## src/rtl/rx_frame_sr.sv

```systemverilog
// rx_frame_sr: parametrised receive-frame shift register with a one-entry
// valid/ready holding buffer. Serial bits shift in from the MSB end on
// shift_strobe. On packet_done the frame is checked for parity and stop bits
// and stored for the consumer.
// Optional feature macro: RX_FRAME_SR_OVERRUN_CNT_EN adds overrun_count[7:0],
// a saturating count of dropped frames.
// Handshake: the held frame is offered while data_valid = 1 and is consumed
// at any clk edge where data_valid && data_ready. packet_data, parity_error
// and framing_error do not change while data_valid = 1 unless that same edge
// pops the entry.
module rx_frame_sr #(
    parameter int DATA_BITS   = 8,
    parameter int STOP_BITS   = 1,
    parameter int PARITY_MODE = 0,
    parameter int MSB_FIRST   = 0
) (
    input  logic                 clk,
    input  logic                 n_rst,
    input  logic                 shift_strobe,
    input  logic                 serial_in,
    input  logic                 packet_done,
    input  logic                 data_ready,
    input  logic                 clear_errors,
    output logic [DATA_BITS-1:0] packet_data,
    output logic                 data_valid,
    output logic                 parity_error,
    output logic                 framing_error,
    output logic                 overrun_error
`ifdef RX_FRAME_SR_OVERRUN_CNT_EN
    ,
    output logic [7:0]           overrun_count
`endif
);

    localparam int PAR_BITS   = (PARITY_MODE != 0) ? 1 : 0;
    localparam int FRAME_BITS = DATA_BITS + PAR_BITS + STOP_BITS;
    localparam int CNT_W      = $clog2(FRAME_BITS + 1);
    localparam logic [CNT_W-1:0] CNT_FULL = CNT_W'(FRAME_BITS);

    typedef enum logic {
        ST_COLLECT = 1'b0,
        ST_FULL    = 1'b1
    } state_t;

    state_t                state_q, state_d;
    logic [FRAME_BITS-1:0] shift_q, shift_d;
    logic [CNT_W-1:0]      cnt_q, cnt_d, cnt_next;
    logic [DATA_BITS-1:0]  data_q, data_d;
    logic                  valid_q, valid_d;
    logic                  perr_q, perr_d;
    logic                  ferr_q, ferr_d;
    logic                  ovr_q, ovr_d;

    logic [DATA_BITS-1:0]  raw_data, cap_data;
    logic [STOP_BITS-1:0]  stop_field;
    logic                  par_bit, par_sum, cap_perr, cap_ferr;
    logic                  pop, load, overrun;

    // Shifter, bit counter and COLLECT/FULL controller; the count saturates
    // in FULL while the shifter keeps shifting.
    always_comb begin
        shift_d  = shift_q;
        cnt_next = cnt_q;
        if (shift_strobe) begin
            shift_d = {serial_in, shift_q[FRAME_BITS-1:1]};
            if (state_q != ST_FULL) begin
                cnt_next = cnt_q + 1'b1;
            end
        end
        if (packet_done) begin
            cnt_d   = '0;
            state_d = ST_COLLECT;
        end else begin
            cnt_d   = cnt_next;
            state_d = (cnt_next == CNT_FULL) ? ST_FULL : ST_COLLECT;
        end
    end

    // Frame decode from the post-shift value so a same-cycle strobe is included.
    always_comb begin
        raw_data = shift_d[DATA_BITS-1:0];
        cap_data = raw_data;
        if (MSB_FIRST != 0) begin
            for (int i = 0; i < DATA_BITS; i++) begin
                cap_data[i] = raw_data[DATA_BITS-1-i];
            end
        end
        par_bit    = (PARITY_MODE != 0) ? shift_d[DATA_BITS] : 1'b0;
        par_sum    = (^raw_data) ^ par_bit;
        cap_perr   = 1'b0;
        if (PARITY_MODE == 1) begin
            cap_perr = par_sum;
        end else if (PARITY_MODE == 2) begin
            cap_perr = ~par_sum;
        end
        stop_field = shift_d[FRAME_BITS-1 -: STOP_BITS];
        cap_ferr   = ~(&stop_field) | (cnt_next != CNT_FULL);
    end

    // Holding buffer: a pop frees the slot in time for a same-cycle capture.
    always_comb begin
        pop     = valid_q & data_ready;
        load    = packet_done & (~valid_q | pop);
        overrun = packet_done & valid_q & ~pop;
        data_d  = data_q;
        perr_d  = perr_q;
        ferr_d  = ferr_q;
        valid_d = valid_q;
        if (load) begin
            data_d  = cap_data;
            perr_d  = cap_perr;
            ferr_d  = cap_ferr;
            valid_d = 1'b1;
        end else if (pop) begin
            valid_d = 1'b0;
        end
        ovr_d = ovr_q;
        if (overrun) begin
            ovr_d = 1'b1;
        end else if (clear_errors) begin
            ovr_d = 1'b0;
        end
    end

    // State registers; reset discards partial bits and the held frame.
    always_ff @(posedge clk) begin
        if (n_rst) begin
            state_q <= ST_COLLECT;
            shift_q <= '1;
            cnt_q   <= '0;
            data_q  <= '0;
            valid_q <= 1'b0;
            perr_q  <= 1'b0;
            ferr_q  <= 1'b0;
            ovr_q   <= 1'b0;
        end else begin
            state_q <= state_d;
            shift_q <= shift_d;
            cnt_q   <= cnt_d;
            data_q  <= data_d;
            valid_q <= valid_d;
            perr_q  <= perr_d;
            ferr_q  <= ferr_d;
            ovr_q   <= ovr_d;
        end
    end

    assign packet_data   = data_q;
    assign data_valid    = valid_q;
    assign parity_error  = perr_q;
    assign framing_error = ferr_q;
    assign overrun_error = ovr_q;

`ifdef RX_FRAME_SR_OVERRUN_CNT_EN
    logic [7:0] ocnt_q, ocnt_d;

    // Saturating dropped-frame count; a new overrun beats clear_errors.
    always_comb begin
        ocnt_d = ocnt_q;
        if (overrun) begin
            if (clear_errors) begin
                ocnt_d = 8'd1;
            end else if (ocnt_q != 8'hFF) begin
                ocnt_d = ocnt_q + 8'd1;
            end
        end else if (clear_errors) begin
            ocnt_d = 8'd0;
        end
    end

    // Dropped-frame counter register.
    always_ff @(posedge clk) begin
        if (n_rst) begin
            ocnt_q <= 8'd0;
        end else begin
            ocnt_q <= ocnt_d;
        end
    end

    assign overrun_count = ocnt_q;
`endif

endmodule

```

## config.mk

```make
export PLATFORM = sky130hd
export DESIGN_NAME = rx_frame_sr
export DESIGN_NICKNAME = d
export VERILOG_FILES = /design/src/rtl/rx_frame_sr.sv
export SDC_FILE = /design/constraint.sdc
export NUM_CORES = 1
export LEC_CHECK = 0
export ABC_AREA = 1
export CAP_MARGIN = 30
export CORE_MARGIN = 2
export CORE_UTILIZATION = 54
export CTS_CLUSTER_DIAMETER = 150
export DETAILED_ROUTE_END_ITERATION = 16
export MAX_ROUTING_LAYER = met4
export PLACE_DENSITY = 0.83
export SKIP_CTS_REPAIR_TIMING = 1
export SYNTH_ARGS = -nofsm -noshare
export SYNTH_HDL_FRONTEND = slang
export SYNTH_SLANG_ARGS = --single-unit
```

## constraint.sdc

```tcl
create_clock -name clk -period 1.9 [get_ports clk]
set_input_delay 0.285 -clock clk [delete_from_list [all_inputs] [get_ports clk]]
set_output_delay 0.285 -clock clk [all_outputs]
set_load 0.02 [all_outputs]
```

==> metrics.md <==
| Metric | Value |
|---|---|
| Status | complete, no violations |
| Area delta synth->final | 19.1% |
| Crit start category | flop |
| Post-Syn Instances | 130 |
| Clock Tree Buf Depth | 2 |
| Hpwl dp | 1410 um |
| Syn Area/Cell | 8.18 um2 |
| Largest net degree at the start of global routing | 16 |
| Die area | 2340 um2 |
| Reg2reg setup slack | 0.60 ns |
| Clk Latency, worst-skew pair | 0.32 ns |
| Largest family of logic cells by synthesized area | simple AND/OR/NAND/NOR gates |
| Lkg Pwr | 0.584 nW |
| FILL cells | 172 |
| Post-synthesis cell type count | 24 |
| Synth Area in Simple Gates | 24.8% |
| Fmax | 613 MHz |
| Hold path cells | 2 |
| Initial Util | 55.9% |
| H-tree levels | 1 |
| Post-Route WL | 1910 um |
| Worst flop-to-flop path startpoint | cnt_q[0] |
| Adder-cell share of the synthesized area | 1.18% |
| Worst hold path type | flop to flop |
| Vias/cell | 4.78 |
| ANT cells | 0 |
| Number of buffers created by CTS | 3 |
| Maximum VDD drop | 531 uV |
| Post-route ant nets | 0 |
| Die width | 48.4 um |
| Die H | 48.4 um |
| Xor-xnor portion of the synthesized cell area | 0.824% |
| Syn Nets | 138 |
| Post-layout util | 66.6% |
| # port buffers | 17 |
| Placed cell count | 171 |
| CTS sink cnt | 25 |
| Hold EP | overrun_error |
| Register area share after synthesis | 47.1% |
| Pwr Density | 782 nW/um2 |
| Final Hold Slack | 0.475 ns |
| CP Cell Sequence | clkdlybuf4s50_1 |
| Slew Limit Fails | 0 |
| FF-to-FF path depth | 7 |
| Mapped cell area | 1060 um2 |
| Clk slew on worst S/H paths | 0.13 ns |
| Iter 0 DRT Violations | 12 |
| Crit Path Max Fanout | 3 |
| Antenna violations before repair | 0 |
| Slowest CP cell | clkdlybuf4s50_1 |
| Clk_skew | 0.00415 ns |
| Hold path startpoint | overrun_error |
| RSZ-0062 raised after global routing | false |
| Top cells by area, synth | dfxtp_1, nand2_1, a211oi_2, inv_1, nor2_1 |
| Initial DRT Pass Iterations | 4 |
| Routed len/inst | 10.9 um |
| Synth top area share | 47.1% |
| GPL Wtd Cong | 0.729 |
| Mux contribution to synthesized area | 0% |
| Top delay family on crit path | buffers and inverters |
| Max cap viols | 0 |
| WP data required | 1.62 ns |
| Finish-stage setup viols | 0 |
| Total Routing Usage GR | 17.5% |
| Share of post-route cells with drive strength above 1 | 16.9% |
| Final setup TNS | 0 ns |
| CP arrival | 1.35 ns |
| Flop and latch count out of synthesis | 25 |
| Synthesis Warnings | 0 |
| Most frequent cells in the layout | nand2_1, dfxtp_1, clkdlybuf4s50_1 |
| First-pass GRT wire length | 3170 um |
| Remaining DRCs | 0 |
| CTS tree | built |
| Commonest non-fill, non-tap cell in the layout | nand2_1 |
| Critical path type | flop to output port |
| Fin crit share | 85.8% |
| Count of non-filler cells in the finished layout | 175 |
| Root Driver | clkbuf_4 |
| # rows | 16 |
| Vias | 836 |
| Vias in the first global route | 750 |
| WP buf/inv | 1 |
| Largest stage delay, worst path | 0.63 ns |
| Instance count on the critical path | 1 |
| Io pins | 19 |
| Post-synth top area cell | dfxtp_1 |
| Total grt overflow | 0 |
| Compound-gate portion of the synthesized area | 14.2% |
| Fin crit period | 1.63 ns |
| Hold Violations, Final | 0 |
| Core Area | 1900 um2 |
| CP endpoint kind | output port |
| Pwr Total | 0.000990 W |
| Reg2reg end | framing_error |
| Final Net Count | 157 |
==> power by group <==
| part | internal, W | switching [W] |
|---|---|---|
| clock | 0.0000790 | 0.000159 |
| sequential | 0.000556 | 0.0000154 |
| combinational | 0.0000783 | 0.000103 |
| total | 0.000713 | 0.000277 |
==> through the flow <==
stage / worst slack [ns] / cell area [um2]
2_1_floorplan: 0.728 / 1060
3_3_place_gp: 0.311 / 1240
3_5_place_dp: 0.277 / 1240
4_1_cts: 0.260 / 1270
5_1_grt: 0.222 / 1270
6_report: 0.270 / 1270
==> worst max-delay path by stage <==
stage	start	endpoint	slack [ns]
CTS	data_valid	data_valid	0.26
floorplan	cnt_q[0]	framing_error	0.73
finish	data_valid	data_valid	0.27
global placement	shift_strobe	packet_data[7]	0.31
global route	data_valid	data_valid	0.22
detailed placement	shift_strobe	packet_data[4]	0.28
==> layout make-up <==
cell class	count	area, um2	area share [%]
clock buffers	3	22.5	1.78
clock inverters	1	5.00	0.395
inverters	19	71.3	5.63
multi-input cells	80	440	34.8
flip-flops and latches	25	500	39.5
well taps	27	33.8	2.67
repair buffers	20	193	15.2
==> cell usage after synthesis (all sizes together) <==
cell type and instances:
a211oi 6, a21oi 5, buf 6, conb 1, dfxtp 25, ha 1, inv 19, nand2 33
nand3 8, nand4 1, nor2 15, nor3 1, o211a 1, o21ai 7, xnor2 1
==> kinds of logic after synthesis <==
family | count (synthesis)
xor gates and xnor gates | 1
AOI/OAI and AO/OA | 19
buffers and inverters | 25
adders and majority gates | 1
and+or+nand+nor | 58
DFF | 25
other | 1
==> state kept, by name (all words and copies together), names as in the netlist <==
| signal | count |
|---|---|
| packet_data | 8 |
| state_q | 1 |
| framing_error | 1 |
| overrun_error | 1 |
| shift_q | 9 |
| data_valid | 1 |
| cnt_q | 4 |
==> metal layers <==
layer	GRT usage (%)	wire length, um
met5	-	0
met4	8.57	42
met3	2.47	74
met2	25.9	851
met1	23.8	943
Power figures use the tool's default switching activity.
